[src/rtl/tf_loader_if.sv]
`default_nettype none
// ============================================================================
//  Module   : tf_loader_if
//  Purpose  : Valid/ready stream carrying complex twiddle words to tf_loader.
//  Revision : 1.0  initial release
// ============================================================================

interface tf_loader_if #(
   parameter int float_len = 32
) ();

   logic [2*float_len-1:0] din;
   logic                   din_valid;
   logic                   din_ready;

   modport master (
      output din,
      output din_valid,
      input  din_ready
   );

   modport slave (
      input  din,
      input  din_valid,
      output din_ready
   );

endinterface

`default_nettype wire

[src/rtl/tf_loader.sv]
`default_nettype none
// ============================================================================
//  Module   : tf_loader
//  Purpose  : Streams tf_num twiddle words into the twiddle BRAM and flags
//             completion; TF_LOADER_VERIFY_EN adds an XOR read-back check.
//  Revision : 1.0  initial release
// ============================================================================

module tf_loader #(
   parameter int float_len        = 32,
   parameter int tf_num           = 8,
   parameter int bram_tf_addr_len = 3
) (
   input  logic                        clk,
   input  logic                        rst,
   input  logic                        start,
   tf_loader_if.slave                  in_if,
   output logic                        ena,
   output logic                        wea,
   output logic [bram_tf_addr_len-1:0] addra,
   output logic [2*float_len-1:0]      dina,
`ifdef TF_LOADER_VERIFY_EN
   output logic                        enb,
   output logic [bram_tf_addr_len-1:0] addrb,
   input  logic [2*float_len-1:0]      doutb,
   output logic                        verify_ok,
`endif
   output logic                        busy,
   output logic                        load_done
);

   localparam int c_word_w = 2 * float_len;
   localparam logic [bram_tf_addr_len-1:0] c_last_addr = bram_tf_addr_len'(tf_num - 1);

   typedef enum logic [1:0] {
      ST_IDLE   = 2'd0,
      ST_LOAD   = 2'd1,
      ST_VERIFY = 2'd2,
      ST_DONE   = 2'd3
   } state_t;

   state_t                      state_q, state_d;
   logic [bram_tf_addr_len-1:0] cnt_q, cnt_d;
   logic [c_word_w-1:0]         wxor_q, wxor_d;
   logic                        wr_q, wr_d;
   logic [bram_tf_addr_len-1:0] addra_q, addra_d;
   logic [c_word_w-1:0]         dina_q, dina_d;
   logic                        din_ready_q, din_ready_d;
   logic                        busy_q, busy_d;
   logic                        load_done_q, load_done_d;
   logic                        accept;

`ifdef TF_LOADER_VERIFY_EN
   localparam logic [bram_tf_addr_len:0] c_rd_end = (bram_tf_addr_len + 1)'(tf_num);

   logic [bram_tf_addr_len:0]   rd_cnt_q, rd_cnt_d;
   logic                        enb_q, enb_d;
   logic [bram_tf_addr_len-1:0] addrb_q, addrb_d;
   logic                        rd_vld_q, rd_vld_d;
   logic [c_word_w-1:0]         rxor_q, rxor_d;
   logic                        verify_ok_q, verify_ok_d;
`endif

   // din_ready_q is only ever high in LOAD, so it doubles as the state qualifier
   assign accept = in_if.din_valid & din_ready_q;

   always_comb begin
      state_d  = state_q;
      cnt_d    = cnt_q;
      wxor_d   = wxor_q;
      wr_d     = 1'b0;
      addra_d  = '0;
      dina_d   = '0;
`ifdef TF_LOADER_VERIFY_EN
      rd_cnt_d    = rd_cnt_q;
      enb_d       = 1'b0;
      addrb_d     = '0;
      rd_vld_d    = enb_q;
      rxor_d      = rxor_q;
      verify_ok_d = verify_ok_q;
`endif

      case (state_q)
         ST_IDLE, ST_DONE: begin
            if (start) begin
               state_d = ST_LOAD;
               cnt_d   = '0;
               wxor_d  = '0;
`ifdef TF_LOADER_VERIFY_EN
               rd_cnt_d    = '0;
               rd_vld_d    = 1'b0;
               rxor_d      = '0;
               verify_ok_d = 1'b0;
`endif
            end
         end

         ST_LOAD: begin
            if (accept) begin
               wr_d    = 1'b1;
               addra_d = cnt_q;
               dina_d  = in_if.din;
               wxor_d  = wxor_q ^ in_if.din;
               cnt_d   = cnt_q + 1'b1;
               if (cnt_q == c_last_addr) begin
`ifdef TF_LOADER_VERIFY_EN
                  // Issue read 0 alongside the transition so it appears in the first VERIFY cycle
                  state_d  = ST_VERIFY;
                  enb_d    = 1'b1;
                  addrb_d  = '0;
                  rd_cnt_d = (bram_tf_addr_len + 1)'(1);
`else
                  state_d  = ST_DONE;
`endif
               end
            end
         end

`ifdef TF_LOADER_VERIFY_EN
         ST_VERIFY: begin
            if (rd_cnt_q != c_rd_end) begin
               enb_d    = 1'b1;
               addrb_d  = rd_cnt_q[bram_tf_addr_len-1:0];
               rd_cnt_d = rd_cnt_q + 1'b1;
            end
            if (rd_vld_q) begin
               rxor_d = rxor_q ^ doutb;
            end
            // Last read data arrives once the read port has gone quiet
            if (rd_vld_q && !enb_q) begin
               state_d     = ST_DONE;
               verify_ok_d = ((rxor_q ^ doutb) == wxor_q);
            end
         end
`endif

         default: begin
            state_d = ST_IDLE;
         end
      endcase

      din_ready_d = (state_d == ST_LOAD);
      busy_d      = (state_d == ST_LOAD) || (state_d == ST_VERIFY);
      load_done_d = (state_d == ST_DONE);
   end

   always_ff @(posedge clk or negedge rst) begin
      if (!rst) begin
         state_q     <= ST_IDLE;
         cnt_q       <= '0;
         wxor_q      <= '0;
         wr_q        <= 1'b0;
         addra_q     <= '0;
         dina_q      <= '0;
         din_ready_q <= 1'b0;
         busy_q      <= 1'b0;
         load_done_q <= 1'b0;
`ifdef TF_LOADER_VERIFY_EN
         rd_cnt_q    <= '0;
         enb_q       <= 1'b0;
         addrb_q     <= '0;
         rd_vld_q    <= 1'b0;
         rxor_q      <= '0;
         verify_ok_q <= 1'b0;
`endif
      end else begin
         state_q     <= state_d;
         cnt_q       <= cnt_d;
         wxor_q      <= wxor_d;
         wr_q        <= wr_d;
         addra_q     <= addra_d;
         dina_q      <= dina_d;
         din_ready_q <= din_ready_d;
         busy_q      <= busy_d;
         load_done_q <= load_done_d;
`ifdef TF_LOADER_VERIFY_EN
         rd_cnt_q    <= rd_cnt_d;
         enb_q       <= enb_d;
         addrb_q     <= addrb_d;
         rd_vld_q    <= rd_vld_d;
         rxor_q      <= rxor_d;
         verify_ok_q <= verify_ok_d;
`endif
      end
   end

   assign in_if.din_ready = din_ready_q;
   assign ena             = wr_q;
   assign wea             = wr_q;
   assign addra           = addra_q;
   assign dina            = dina_q;
   assign busy            = busy_q;
   assign load_done       = load_done_q;
`ifdef TF_LOADER_VERIFY_EN
   assign enb             = enb_q;
   assign addrb           = addrb_q;
   assign verify_ok       = verify_ok_q;
`endif

endmodule

`default_nettype wire

[src/flat_wrapper.sv]
// flat-port wrapper written by rule: the top's interface ports become plain ports
module tf_loader_flat 
#(
   parameter int float_len        = 32,
   parameter int tf_num           = 8,
   parameter int bram_tf_addr_len = 3
)
  (clk, rst, start, ena, wea, addra, dina, busy, load_done, in_if_din, in_if_din_valid, in_if_din_ready);
  tf_loader_if #(.float_len(float_len)) in_if_i ();
  input  logic clk;
  input  logic rst;
  input  logic start;
  output logic ena;
  output logic wea;
  output logic [bram_tf_addr_len-1:0] addra;
  output logic [2*float_len-1:0] dina;
  output logic busy;
  output logic load_done;
  input wire logic [$bits(in_if_i.din)-1:0] in_if_din;
  input wire logic [$bits(in_if_i.din_valid)-1:0] in_if_din_valid;
  output wire logic [$bits(in_if_i.din_ready)-1:0] in_if_din_ready;
  assign in_if_i.din = in_if_din;
  assign in_if_i.din_valid = in_if_din_valid;
  assign in_if_din_ready = in_if_i.din_ready;
  tf_loader #(.float_len(float_len), .tf_num(tf_num), .bram_tf_addr_len(bram_tf_addr_len)) u_core (.clk(clk), .rst(rst), .start(start), .in_if(in_if_i), .ena(ena), .wea(wea), .addra(addra), .dina(dina), .busy(busy), .load_done(load_done));
endmodule
[config.mk]
export PLATFORM = sky130hd
export DESIGN_NAME = tf_loader_flat
export DESIGN_NICKNAME = d
export VERILOG_FILES = /design/src/rtl/tf_loader_if.sv /design/src/rtl/tf_loader.sv /design/src/flat_wrapper.sv
export SDC_FILE = /design/constraint.sdc
export NUM_CORES = 1
export LEC_CHECK = 0
export CORE_UTILIZATION = 38
export CTS_CLUSTER_DIAMETER = 100
export DETAILED_ROUTE_END_ITERATION = 8
export PLACE_DENSITY_LB_ADDON = 0.1
export SYNTH_ARGS = -nofsm -noshare
export SYNTH_HDL_FRONTEND = slang
export SYNTH_SLANG_ARGS = --single-unit
[constraint.sdc]
create_clock -name clk -period 1.75 [get_ports clk]
set_input_delay 0.4375 -clock clk [delete_from_list [all_inputs] [get_ports clk]]
set_output_delay 0.4375 -clock clk [all_outputs]
set_load 0.005 [all_outputs]
==> results.toml, run 1 <==
[power_and_ir_drop]
power_frac_comb_pct = 33.9
p_int_w = 0.00400
seqPwrFrac_pct = 43.0
clockPowerShare_pct = 23.1
swShare_pct = 25.4
peakVddDrop_uv = 769
powerDensity_mw_per_mm2 = 1260
switching_power_w = 0.00136
finalPower_w = 0.00537
p_leak_nw = 1.96

[clocking]
clock_latency_ps = 330
clkTransAtPathRegs_ps = 70
cts_tree = "built"
numCtsBuffers = 9
htree_levels = 3
clock-sinks = 76
clock_path_buffers = 2
cts_setup_buffers = 0
ctsRootBufferMaster = "clkbuf_8"

[timing]
slew_headroom_pct = 79.3
max_freq_mhz = 607
finClkSkew_ps = 4.54
rsz0062_at_grt = "no"
min_period_ps = 1650
finalCritPeriodShare_pct = 94.1
setup_tns_ps = 0
tightest_slew_ps = 311
hold_ws_ps = 481
slew_violations = 0
setup_viol = 0
hold_viol_final = 0

[finish]
layout_common_cells = "clkdlybuf4s50_1 (138), dfrtp_1 (76), and2_1 (65)"
multiInputGateArea_um2 = 604
mostFrequentLayoutCell = "clkdlybuf4s50_1"
fin_area_mm2 = 0.00427
nFillCells = 504
regArea_mm2 = 0.00190
antenna_cells = 0
drive_gt1_share_pct = 7.19
area_growth_pct = 66.3
nNetsFinal = 404

[route]
vias = 1762
firstDrtPassIters = 6
vias_per_cell = 4.29
drc = 25
avgRoutedWirePerCell_um = 13.8
ant_nets = 0
drt_iter0_drc = 90
routed_wl_um = 5690

[critical_path]
r2r-end = "u_core.cnt_q[0]"
worstSetupStartpoint = "u_core.in_if.din_ready"
slowest_delay_ps = 510
crit_chain = "clkdlybuf4s50_1"
cp_data_required_time_ps = 1310
cpMaxStageDelayCell = "clkdlybuf4s50_1"
cp.arrival_ps = 1210
critPathKind = "reg -> out"
r2r_cells = 5
cp.depth = 1
cp_max_fo = 3
crit_path_start_kind = "register"
worstPathBufferInverterCount = 1
reg2reg_from = "u_core.state_q[0]"
regToRegSetupSlack_ps = 110
cp-end-kind = "output pin"
endpoint = "in_if_din_ready"
crit_family = "buffers and inverters"

[floorplanning]
num_rows = 29
initial_core_util_pct = 40.0
die_h_um = 84.2
coreArea_mm2 = 0.00642
ioPinCount = 140
die_area_mm2 = 0.00710
dieWidth_um = 84.2

[yosys]
yosys.area.top_type_share_pct = 74.0
netlist_area_mm2 = 0.00257
synthCells = 180
synth.area.top_cells = "dfrtp_1 (74%), and2_1 (16%), ha_1 (2.9%), inv_1 (0.88%), mux2i_1 (0.78%)"
synth-seq-area-share_pct = 74.0
syn_area_per_cell_um2 = 14.3
yosysUniqueCellTypes = 20
ys_seq_elements = 76
synth_fp_nets = 254
yosys_warnings = 0
synth_top_area_cell = "dfrtp_1"

[placed_design]
placed_cell_area_mm2 = 0.00407
dp_hpwl_um = 4190
io_buffers = 139
gp_congestion = 0.736

[global_routing]
antenna_found_initial = 0
grt_overflow = 0
grtUsageTotal_pct = 16.9
grt_pass1_vias = 1742
grt_max_degree = 45
grt_pass1_wl_um = 8940

[outcome]
outcome = "complete, but fails checks"
violations = "design-rule violations"

[job]
max_cap_violations = 0

[worst_hold_path]
hp-class = "in -> async"
worst min path at each step:
| stage | start | to | slack (ps) | depth (start not counted) |
|---|---|---|---|---|
| 6_report | rst | u_core.dina[41] | 480 | 2 |
| 3_5_place_dp | rst | u_core.dina[41] | 280 | 1 |
| 4_1_cts | rst | u_core.dina[41] | 450 | 2 |
| 3_3_place_gp | rst | u_core.dina[41] | 280 | 1 |
| 5_1_grt | rst | u_core.dina[35] | 470 | 2 |
| 2_1_floorplan | rst | u_core.addra[0] | 140 | 0 |
metrics by stage:
step	std cells	utilization [%]	worst slack, ps
finish	411	66.5	103
global route	411	66.5	32.4
CTS	411	66.5	56.5
detailed placement	395	63.4	-51.5
global placement	395	63.4	15.4
floorplan	180	-	147
metal layers:
| metal | routed length, um | vias to the layer above | GRT usage [%] |
|---|---|---|---|
| met5 | 0 | - | 0 |
| met4 | 102 | 0 | 7.84 |
| met3 | 557 | 9 | 6.49 |
| met2 | 2980 | 79 | 28.9 |
| met1 | 2050 | 824 | 18.7 |
| li1 | - | 850 | - |
Yosys cell counts, drive strengths merged:
library cell / n
dfrtp: 76
and2: 65
ha: 6
inv: 6
clkbuf: 5
nand2: 4
buf: 3
a21oi: 2
mux2i: 2
nor2: 2
nor3: 2
o21ai: 2
a211oi: 1
a21o: 1
and3: 1
mux2: 1
nor2b: 1
cells by family after synthesis:
kind of cell,Yosys count,synth area share (%)
multiplexers,3,1.22
buffers and inverters,14,2.68
adder cells (fa/ha/maj),6,2.92
AO/OA/AOI/OAI,6,1.56
AND/OR/NAND/NOR,75,17.6
flip-flops,76,74.0
state kept, by name, summed over array words and instances, names as in the netlist:
register                cells
u_core.load_done            1
u_core.busy                 1
u_core.ena                  1
u_core.cnt_q                3
u_core.in_if.din_ready      1
u_core.addra                3
u_core.dina                64
u_core.state_q              2
power groups by stage:
| stage | clock network [W] | registers (W) | logic [W] |
|---|---|---|---|
| 6_report | 0.00124 | 0.00231 | 0.00182 |
| 3_3_place_gp | 0 | 0.00233 | 0.00179 |
| 2_1_floorplan | 0 | 0.00238 | 0.000659 |
| 3_5_place_dp | 0 | 0.00235 | 0.00184 |
| 5_1_grt | 0.00138 | 0.00235 | 0.00199 |
| 4_1_cts | 0.00129 | 0.00232 | 0.00185 |
layout make-up:
type / count / share of cell area (%)
timing repair buffer: 147 / 34.3
tap: 77 / 2.25
sequential: 76 / 44.5
inverter: 6 / 0.527
clock inverter: 2 / 0.820
clock buffer: 13 / 3.48
multi-input combinational: 90 / 14.1
timing repair:
action,CTS,global route
hold buffers,1,0
endpoints found under the hold margin,8,0
gates resized for setup,0,3
endpoints found under the setup margin,0,1
Power figures use the tool's default switching activity.
==> run 2, diff against run 1 <==
--- a/config.mk
+++ b/config.mk
@@ -5,10 +5,12 @@
 export SDC_FILE = /design/constraint.sdc
 export NUM_CORES = 1
 export LEC_CHECK = 0
+export CAP_MARGIN = 15
 export CORE_UTILIZATION = 38
 export CTS_CLUSTER_DIAMETER = 100
 export DETAILED_ROUTE_END_ITERATION = 8
 export PLACE_DENSITY_LB_ADDON = 0.1
+export SETUP_SLACK_MARGIN = 0.3
 export SYNTH_ARGS = -nofsm -noshare
 export SYNTH_HDL_FRONTEND = slang
 export SYNTH_SLANG_ARGS = --single-unit
==> results.toml, run 2 (synthesis results as in run 1) <==
[outcome]
outcome = "complete, but fails checks"
violations = "design-rule violations"

[route]
ant_nets = 0
drc = 22
avgRoutedWirePerCell_um = 14.4
vias = 1789
firstDrtPassIters = 6
vias_per_cell = 4.29
drt_iter0_drc = 77
routed_wl_um = 5990

[floorplanning]
ioPinCount = 140
die_h_um = 84.2
dieWidth_um = 84.2
die_area_mm2 = 0.00710
initial_core_util_pct = 40.0
coreArea_mm2 = 0.00642
num_rows = 29

[power_and_ir_drop]
powerDensity_mw_per_mm2 = 1290
peakVddDrop_uv = 1090
p_leak_nw = 2.26

[critical_path]
cp.arrival_ps = 1750
critPathKind = "reg -> reg"
cpMaxStageDelayCell = "dfrtp_2"
crit_chain = "ha_4, nor2b_4, o21ai_2, a21o_1, ha_1, inv_1"
cp_max_fo = 3
reg2reg_from = "u_core.state_q[1]"
cp-end-kind = "register"
worstSetupStartpoint = "u_core.state_q[1]"
crit_path_start_kind = "register"
worstPathBufferInverterCount = 1
cp_data_required_time_ps = 1980
slowest_delay_ps = 440
crit_family = "adder cells"

[finish]
regArea_mm2 = 0.00190
fin_area_mm2 = 0.00434
antenna_cells = 0
drive_gt1_share_pct = 12.1
layout_common_cells = "dfrtp_1 (75), clkdlybuf4s50_1 (66), and2_1 (65)"
largest_reg_flops = 64
nFillCells = 502
multiInputGateArea_um2 = 653
mostFrequentLayoutCell = "dfrtp_1"
area_growth_pct = 68.9
nNetsFinal = 410

[global_routing]
grt_max_degree = 41
antenna_found_initial = 0
grt_overflow = 0
grtUsageTotal_pct = 18.2
grt_pass1_vias = 1860
grt_pass1_wl_um = 9560

[timing]
setup_viol = 0
slew_headroom_pct = 80.8
slew_violations = 0
finalCritPeriodShare_pct = 87.2
finClkSkew_ps = 10.7
max_freq_mhz = 655
hold_viol_final = 0
worst_slack_ps = 224
tightest_slew_ps = 288
min_period_ps = 1530
rsz0062_at_grt = "yes"

[placed_design]
io_buffers = 139
gp_congestion = 0.730
placed_cell_area_mm2 = 0.00411
place_ws_ps = -22.0
dp_hpwl_um = 4280

[clocking]
clock_latency_ps = 340
cts_tree = "built"
clock_path_buffers = 2
clkTransAtPathRegs_ps = 80
ctsRootBufferMaster = "clkbuf_8"
htree_levels = 3
clock-sinks = 76
numCtsBuffers = 9

[worst_hold_path]
hp-class = "in -> async"

[job]
max_cap_violations = 0
==> run 2: timing repair <==
item	4_1_cts	5_1_grt
buffers inserted	5	1
hold buffers	1	0
pin swaps	5	4
resized for setup	76	16
hold endpoints to repair	20	0
endpoints found under the setup margin	78	81
==> run 2: final cells by class <==
class | count | share of cell area (%)
clock buffers | 11 | 3.49
clock inverters | 4 | 1.67
flip-flops and latches | 76 | 43.8
multi-input cells | 90 | 15.0
repair buffers | 153 | 33.2
well taps | 77 | 2.22
inverters | 6 | 0.519
==> run 2: routing by layer <==
layer  vias up  share of wire (%)  track usage, %
li1        860                  -               -
met1       849                 40            22.1
met2        70                 50            29.7
met3        10                8.3            5.01
met4         0                1.8            9.72
met5         -                  0               0
==> run 2: worst paths after layout <==
path	end	slack, ps	cells past startpoint
min in group clk	u_core.addra[1]	540	2
hold reg to reg	u_core.addra[1]	540	2
max in group asynchronous	u_core.state_q[1]	680	3
setup reg to reg	u_core.busy	220	6
setup / recovery	u_core.busy	220	6
hold / removal	u_core.dina[24]	530	2
==> run 2: worst reg2reg max path, delay by kind of cell (launching register included) <==
kind                       cells  cell delay, ps
buffers and inverters          1              40
and+or+nand+nor                1             180
AOI/OAI and AO/OA              2             230
adders and majority gates      2             550
DFF                            1             440
==> run 2: metrics by stage <==
stage	utilization (%)	power (W)	hold slack, ps	instances	TNS, ps
floorplan	-	0.00314	142	180	0
global placement	64.0	0.00423	343	395	0
detailed placement	64.0	0.00429	345	395	-22.0
CTS	67.2	0.00560	521	416	0
global route	67.6	0.00596	542	417	0
finish	67.6	0.00559	531	417	0
==> run 2: where the power goes <==
group / leakage, nW / internal (W) / switching, W
Sequential: 1.00 / 0.00217 / 0.000130
Clock: 0.111 / 0.000871 / 0.000598
Combinational: 1.14 / 0.00107 / 0.000755
Total: 2.26 / 0.00410 / 0.00148
